[src/rtl/spi_dac_tx_pkg.sv]
// Shared definitions for the MCP4911-class DAC write path: FSM states,
// frame bit layout and a helper that assembles the 16-bit write word.
package spi_dac_tx_pkg;

  typedef enum logic [2:0] {
    ST_IDLE,
    ST_SETUP,
    ST_SHIFT,
    ST_CSHI,
    ST_LATCH
  } dacState_e;

  localparam int FRAME_LEN   = 16;
  localparam int DAC_SEL_BIT = 15;
  localparam int CFG_MSB     = 14;
  localparam int CFG_LSB     = 12;
  localparam int DATA_MSB    = 11;
  localparam int DATA_LSB    = 2;

  // Write word: DAC A select, BUF/GA_N/SHDN_N config, 10 data bits, 2 don't-care zeros
  function automatic logic [FRAME_LEN-1:0] buildFrame(input logic bufBit,
                                                      input logic gaN,
                                                      input logic shdnN,
                                                      input logic [9:0] sample);
    logic [FRAME_LEN-1:0] word;
    word                     = '0;
    word[DAC_SEL_BIT]        = 1'b0;
    word[CFG_MSB:CFG_LSB]    = {bufBit, gaN, shdnN};
    word[DATA_MSB:DATA_LSB]  = sample;
    return word;
  endfunction

endpackage

[src/rtl/spi_half_tick.sv]
// Half-period prescaler: counts system clocks and raises a one-cycle tick
// every CLK_DIV cycles; restart holds the count at zero so each state
// begins a fresh half period. Also intended for the ADC-side SPI receiver.
module spi_half_tick #(
  parameter int CLK_DIV = 25
) (
  input  logic clk_i,
  input  logic rst_ni,
  input  logic restart_i,
  output logic tick_o
);

  localparam int CW = (CLK_DIV > 1) ? $clog2(CLK_DIV) : 1;
  localparam logic [CW-1:0] LAST = CW'(CLK_DIV - 1);

  logic [CW-1:0] count_q;

  assign tick_o = !restart_i && (count_q == LAST);

  // Free-running count that wraps on every tick and is held clear while restarting
  always_ff @(posedge clk_i or negedge rst_ni) begin
    if (!rst_ni) begin
      count_q <= '0;
    end else if (restart_i || tick_o) begin
      count_q <= '0;
    end else begin
      count_q <= count_q + 1'b1;
    end
  end

endmodule

[src/rtl/spi_dac_tx.sv]
// SPI write transmitter for an MCP4911-class DAC. Sends one 16-bit frame per
// sample followed by an LDAC pulse; a single pending slot holds the most
// recent sample requested while a transfer is under way.
module spi_dac_tx
  import spi_dac_tx_pkg::*;
#(
  parameter int CLK_DIV = 25,
  parameter bit BUF     = 1'b1,
  parameter bit GA_N    = 1'b1,
  parameter bit SHDN_N  = 1'b1
) (
  input  logic       sysclk,
  input  logic       rst_n,
  input  logic [9:0] data_in,
  input  logic       load,
  output logic       busy,
  output logic       done,
  output logic       dac_cs_n,
  output logic       dac_sck,
  output logic       dac_sdi,
  output logic       dac_ld_n
);

  dacState_e            state_q;
  logic [FRAME_LEN-1:0] shiftReg_q;
  logic [3:0]           bitCnt_q;
  logic                 phaseLow_q;
  logic                 pendValid_q;
  logic [9:0]           pendData_q;
  logic                 busy_q;
  logic                 done_q;
  logic                 csN_q;
  logic                 sck_q;
  logic                 ldN_q;

  logic                 tick;
  logic                 restart;
  logic [9:0]           startData;
  logic [FRAME_LEN-1:0] startFrame;

  // The prescaler sits cleared in IDLE so SETUP always gets a full half period
  assign restart    = (state_q == ST_IDLE);
  // A waiting sample takes priority over a fresh strobe, which then queues behind it
  assign startData  = pendValid_q ? pendData_q : data_in;
  assign startFrame = buildFrame(BUF, GA_N, SHDN_N, startData);

  spi_half_tick #(
    .CLK_DIV(CLK_DIV)
  ) u_half_tick (
    .clk_i    (sysclk),
    .rst_ni   (rst_n),
    .restart_i(restart),
    .tick_o   (tick)
  );

  // Frame sequencer with registered bus outputs; the MSB of the shift register is the SDI line
  always_ff @(posedge sysclk or negedge rst_n) begin
    if (!rst_n) begin
      state_q     <= ST_IDLE;
      shiftReg_q  <= '0;
      bitCnt_q    <= '0;
      phaseLow_q  <= 1'b0;
      pendValid_q <= 1'b0;
      pendData_q  <= '0;
      busy_q      <= 1'b0;
      done_q      <= 1'b0;
      csN_q       <= 1'b1;
      sck_q       <= 1'b0;
      ldN_q       <= 1'b1;
    end else begin
      done_q <= 1'b0;

      if (load && (state_q != ST_IDLE)) begin
        pendValid_q <= 1'b1;
        pendData_q  <= data_in;
      end

      case (state_q)
        ST_IDLE: begin
          if (pendValid_q || load) begin
            shiftReg_q  <= startFrame;
            csN_q       <= 1'b0;
            sck_q       <= 1'b0;
            busy_q      <= 1'b1;
            state_q     <= ST_SETUP;
            pendValid_q <= pendValid_q && load;
            if (pendValid_q && load) begin
              pendData_q <= data_in;
            end
          end
        end

        ST_SETUP: begin
          if (tick) begin
            sck_q      <= 1'b1;
            phaseLow_q <= 1'b0;
            bitCnt_q   <= 4'(FRAME_LEN - 1);
            state_q    <= ST_SHIFT;
          end
        end

        ST_SHIFT: begin
          if (tick) begin
            if (!phaseLow_q) begin
              sck_q      <= 1'b0;
              phaseLow_q <= 1'b1;
              if (bitCnt_q != 4'd0) begin
                shiftReg_q <= {shiftReg_q[FRAME_LEN-2:0], 1'b0};
              end
            end else if (bitCnt_q == 4'd0) begin
              csN_q      <= 1'b1;
              shiftReg_q <= '0;
              state_q    <= ST_CSHI;
            end else begin
              bitCnt_q   <= bitCnt_q - 4'd1;
              sck_q      <= 1'b1;
              phaseLow_q <= 1'b0;
            end
          end
        end

        ST_CSHI: begin
          if (tick) begin
            ldN_q   <= 1'b0;
            state_q <= ST_LATCH;
          end
        end

        ST_LATCH: begin
          if (tick) begin
            ldN_q   <= 1'b1;
            busy_q  <= 1'b0;
            done_q  <= 1'b1;
            state_q <= ST_IDLE;
          end
        end

        default: begin
          state_q <= ST_IDLE;
        end
      endcase
    end
  end

  assign busy     = busy_q;
  assign done     = done_q;
  assign dac_cs_n = csN_q;
  assign dac_sck  = sck_q;
  assign dac_sdi  = shiftReg_q[FRAME_LEN-1];
  assign dac_ld_n = ldN_q;

endmodule
[config.mk]
export PLATFORM = sky130hd
export DESIGN_NAME = spi_dac_tx
export DESIGN_NICKNAME = d
export VERILOG_FILES = /design/src/rtl/spi_dac_tx_pkg.sv /design/src/rtl/spi_half_tick.sv /design/src/rtl/spi_dac_tx.sv
export SDC_FILE = /design/constraint.sdc
export NUM_CORES = 1
export LEC_CHECK = 0
export BUFFER_PORTS_ARGS = -buffer_cell sky130_fd_sc_hd__buf_2
export CAP_MARGIN = 30
export CORE_MARGIN = 2
export CORE_UTILIZATION = 40
export CTS_CLUSTER_SIZE = 12
export DETAILED_ROUTE_END_ITERATION = 6
export HOLD_SLACK_MARGIN = 0.06
export SYNTH_ARGS = -nofsm -noshare
export SYNTH_HDL_FRONTEND = slang
export SYNTH_HIERARCHICAL = 1
export SYNTH_SLANG_ARGS = --single-unit
[constraint.sdc]
create_clock -name sysclk -period 2.6 [get_ports sysclk]
set_input_delay 0.52 -clock sysclk [delete_from_list [all_inputs] [get_ports sysclk]]
set_output_delay 0.52 -clock sysclk [all_outputs]
set_load 0.02 [all_outputs]
Yosys cells after proc, flatten, opt, wreduce, memory -nomap -nowiden
Cells that the tools add are included.
{ "totals": {"regBits": 45, "latchBits": 0, "ram_bits": 0, "rom_bits": 0, "input_bits": 13, "wordCells": 101, "n_memories": 0} }
{ "classes": {"addsub": 2, "mul": 0, "div_mod_pow": 0, "order_cmp": 0, "n_eq_ne": 16, "shifts": 0, "n_mux": 48, "n_bitwise": 0, "reduce_logical": 23} }
{ "op_table": {"columns": ["cell", "n"], "rows": [
  ["$mux 16", 5],
  ["$mux 10", 5],
  ["$pmux 16 s2", 1],
  ["$mux 3", 7],
  ["$reduce_and 5->1", 4],
  ["$mux 1", 18],
  ["$mux 4", 4],
  ["$pmux 3 s5", 1],
  ["$ne 3x3->1 const B", 3],
  ["$reduce_and 3->1", 3],
  ["$ne 2x1->1 const B", 4],
  ["$ne 2x2->1 const B", 4],
  ["$pmux 1 s2", 4],
  ["$pmux 4 s2", 1],
  ["$reduce_bool 2->1", 4],
  ["$reduce_and 7->1", 1],
  ["$eq 3x2->1 const B", 2],
  ["$reduce_bool 3->1", 2],
  ["$add 5x1->5 const B", 1],
  ["$eq 5x5->1 const B", 1],
  ["$mux 5", 1],
  ["$logic_not 4->1", 1],
  ["$reduce_bool 4->1", 1],
  ["$sub 4x1->4 const B", 1],
  ["7 further kinds", 10]
]} }

Logic depth before layout (Yosys ltp)
{ "logic_depth": {"ltp_word": 6, "depth_mapped": 10, "mapped_depth_nobuf": 8} }

Modules after synthesis
Netlist, hierarchy kept.
{ "by_module_without_submodules": {"columns": ["module", "n_inst", "cells_per_inst", "area_each_um2"], "rows": [
  ["spi_dac_tx", 1, 176, 1953.1],
  ["spi_half_tick", 1, 24, 281.5]
]} }

Least setup slack after synthesis
No wires, ideal clock.
{ "synth_path": {"kind": "reg2reg", "startpoint": "register state_q[2]", "endpoint": "register shiftReg_q[14]", "t_arrival_ns": 2.313, "required_ns": 2.475, "setup_slack_ns": 0.162, "path_stages_with_launch": 10, "n_path_buf": 2, "synth_period_minus_slack_ns": 2.438, "cell_sequence": "dfrtp_1 > clkbuf_1 > or3_4 > inv_1 > nor2b_1 > inv_2 > a2111oi_4 > o21ai_2 > buf_6 > mux2_4"} }
{ "synth_between": {"elab_chain_cells": 5, "elab_cells_between_ends": 11, "cone_classes": "eq/ne: 5; mux: 1; reduce/logical: 5"} }
{ "synth_lines": {"columns": ["item", "line_no", "rtl"], "rows": [
  ["start, declared", "spi_dac_tx.sv:24", "dacState_e state_q;"],
  ["start signal, assigned", "spi_dac_tx.sv:59", "state_q <= ST_IDLE;"],
  ["start signal, assigned", "spi_dac_tx.sv:85", "state_q <= ST_SETUP;"],
  ["start signal, assigned", "spi_dac_tx.sv:98", "state_q <= ST_SHIFT;"],
  ["$logic_not 3->1", "spi_dac_tx.sv:42", "assign restart = (state_q == ST_IDLE);"],
  ["via restart", "spi_dac_tx.sv:37", "logic restart;"],
  ["$logic_not 1->1", "spi_half_tick.sv:18", "assign tick_o = !restart_i && (count_q == LAST);"],
  ["$logic_and 1x1->1", "spi_half_tick.sv:18", null],
  ["via tick", "spi_dac_tx.sv:36", "logic tick;"],
  ["$ne 2x1->1 (no source line)", null, null],
  ["$reduce_and 5->1 (no source line)", null, null],
  ["end signal, assigned", "spi_dac_tx.sv:81", "shiftReg_q <= startFrame;"],
  ["end signal, assigned", "spi_dac_tx.sv:108", "shiftReg_q <= {shiftReg_q[FRAME_LEN-2:0], 1'b0};"],
  ["end, declared", "spi_dac_tx.sv:25", "logic [FRAME_LEN-1:0] shiftReg_q;"]
]} }
The timed path passes the listed nets, and every way through them passes these cells.
A chain may end at the register's enable or synchronous reset.

Worst setup path in the final report
{ "layout_path": {"startpoint": "register u_half_tick.count_q[0]", "endpoint": "register shiftReg_q[14]"} }
{ "layout_between": {"elab_chain_cells": 4} }
{ "layout_lines": {"columns": ["item", "line_no", "rtl"], "rows": [
  ["start, declared", "spi_half_tick.sv:16", "logic [CW-1:0] count_q;"],
  ["start signal, assigned", "spi_half_tick.sv:27", "count_q <= count_q + 1'b1;"],
  ["$eq 5x5->1", "spi_half_tick.sv:18", null],
  ["$logic_and 1x1->1", "spi_half_tick.sv:18", null],
  ["via tick", "spi_dac_tx.sv:36", null],
  ["$ne 2x1->1 (no source line)", null, null],
  ["$reduce_and 5->1 (no source line)", null, null]
]} }
The timed path passes the listed nets, and every way through them passes these cells.

==> flow_summary.ini <==
[cts]
numClockSinks = 43
clock_latency_ps = 300
cts.hold.buffers_added = 0
clkTransAtPathRegs_ps = 90
postCtsSetupRepairBufs = 0
cts_buffers = 5
cts_resized = 0
cts_tree = yes
cts.path.max_buffers = 2
clockRootBuffer = clkbuf_8
htree_levels = 2

[global_routing]
grt_max_degree = 27
gr-usage-all-layers_pct = 14.63
antenna_found_initial = 0
grt_pass1_vias = 1487
gr-total-overflow = 0
grt_pass1_wl_um = 6975

[floorplan]
ios = 19
rows = 27
die_h_um = 78.75
core_um2 = 5439
dieArea_um2 = 6201
start_util_pct = 41.09
fp.dieW_um = 78.75

[yosys]
async_reset_ff_share_pct = 100.0
yosysTopAreaCell = dfrtp_1
synthFlopType = dfrtp_1
postSynthAreaPerCell_um2 = 11.17
seq_area_frac_synth_pct = 48.26
ys_types = 46
synthTopCellsByCount = 41 x dfrtp_1, 16 x inv_1, 16 x mux2i_1, 15 x mux2_2, 15 x nor2_1
postSynthCellCount = 200
synth-seq-cells = 43
synth_area_leaders = dfrtp_1 46%, mux2_2 7.6%, mux2i_1 7.2%, inv_1 2.7%, nor2_1 2.5%
yosysWarnings = 6
netlist_area_um2 = 2235
synth-edff-count = 0
syn_nets = 216
synth_top_area_share_pct = 45.91
synth_most_common_cell = dfrtp_1

[outcome]
status = finished clean

[critical_path]
crit_type = reg -> reg
critPathMaxFanout = 11
start_kind = flip-flop
cp.required_ps = 2790
crit_path_end_kind = flip-flop
cp_data_arrival_time_ps = 2540

[timing]
finalCriticalPeriod_ps = 2353
drv_slew = 0
fmax_mhz = 424.9
relSlewSlack_pct = 57.57
finalClockSkew_ps = 8.219
timing.final.crit_share_pct = 90.51
hold_viol_final = 0
tns_ps = 0
tightest_slew_ps = 636.4
setup_violations = 0
rsz0062_at_grt = false

[placed_design]
dp_hpwl_um = 2901
io_buffers = 18
gp_congestion = 0.7825

[route]
drtIter0Drc = 76
vias = 1502
drc = 0
viasPerCell = 5.040
totalWireLength_um = 4119
wire_per_inst_um = 13.82
antenna_left = 0
drtPass1Iterations = 4

[pwr]
irDropWorstVdd_uv = 280.2
design_power_total_w = 0.001185
p_leak_nw = 1.187
cellPowerDensity_nw_per_um2 = 468.2

[cells_and_area]
antenna_cells = 0
multiInputGateArea_um2 = 1032
nets = 241
drive_above_1_share_pct = 30.97
regArea_um2 = 1079
nFillCells = 506
syn_to_final_growth_pct = 13.27

[worst_hold_path]
min_path_type = in -> async

[job]
drv_cap = 0
kinds of logic (layout without fill, tap and decap cells):
group | count (synthesis) | after routing | synth area share, %
AND/OR/NAND/NOR | 46 | 46 | 12.93
AO/OA/AOI/OAI | 43 | 43 | 13.77
flip-flops | 43 | 43 | 48.26
multiplexers | 33 | 33 | 16.07
buffers and inverters | 28 | 54 | 5.655
adder cells (fa/ha/maj) | 4 | 4 | 2.128
XOR/XNOR | 3 | 3 | 1.176
through the flow:
stage	cells	setup slack, ps	utilization [%]	hold slack (ps)	instance area, um2
floorplan	200	161.7	-	224.4	2235
global placement	290	208.3	44.77	477.9	2435
detailed placement	290	127.1	44.77	482.3	2435
CTS	298	123.5	46.49	149.2	2529
global route	298	111.9	46.54	162.5	2531
finish	298	246.7	46.54	146.7	2531
final cells by class:
class,instances,share of cell area [%]
Sequential cell,43,42.61
Multi-Input combinational cell,129,40.78
Timing Repair Buffer,29,6.822
Tap cell,72,3.559
Clock buffer,5,2.719
Inverter,17,2.521
Clock inverter,3,0.9886
cells in the final DEF (no fill, tap or decap), drive strengths merged, types with 2 or more instances in the layout:
cell and count:
and4 2, and3b 2, nor3b 3, nor2b 4, nor2 15, a31oi 7, nor4 2, clkbuf 5
xnor2 3, ha 3, a21oi 10, and3 2, nand3b 3, inv 17, o21ai 10, dfstp 2
buf 29, a211oi 3, mux2i 16, clkinv 2, mux2 17, dfrtp 41, nand2 5, o21bai 2
o21a 2, nor3 4
flip-flops by register name, summed over array words and instances (netlist names):
signal and count:
done 1, dac_sck 1, state_q 3, dac_ld_n 1, bitCnt_q 4, pendData_q 10, shiftReg_q 14, dac_cs_n 1
pendValid_q 1, phaseLow_q 1, busy 1, u_half_tick/count_q 5
layer usage:
metal | wire length (um) | share of wire [%] | global-route usage (%) | up-vias
li1 | - | - | - | 758
met3 | 124 | 3.0 | 3.750 | 4
met2 | 1917 | 47 | 23.59 | 16
met1 | 2027 | 49 | 18.87 | 724
met4 | 49 | 1.2 | 5.789 | 0
met5 | 0 | 0 | 0 | -
where the power goes:
part	switching (W)	total (W)	leakage (nW)	internal, W
clock network	0.000241	0.000433	0.0443	0.000192
logic	0.0000314	0.0000601	0.652	0.0000287
registers	0.00000708	0.000692	0.491	0.000685
worst paths after layout:
kind | startpoint | to | slack [ps] | cells past startpoint
worst min-delay path | rst_n | bitCnt_q[2] | 150 | 1
worst max register to register | u_half_tick/count_q[0] | shiftReg_q[14] | 250 | 8
worst min register to register | dac_ld_n | dac_ld_n | 490 | 1
min in group sysclk | data_in[4] | pendData_q[4] | 460 | 2
max in group asynchronous | rst_n | dac_cs_n | 1720 | 2
worst max-delay path | u_half_tick/count_q[0] | shiftReg_q[14] | 250 | 8
worst max-delay path, cell delays in order, from the launching register on:
cell	delay, ps
dfrtp_1	430
inv_1	80
ha_1	140
and4b_1	220
nor2b_2	290
inv_2	90
a2111oi_4	390
o21ai_2	260
mux2_4	350
(Power assumes the default switching activity.)
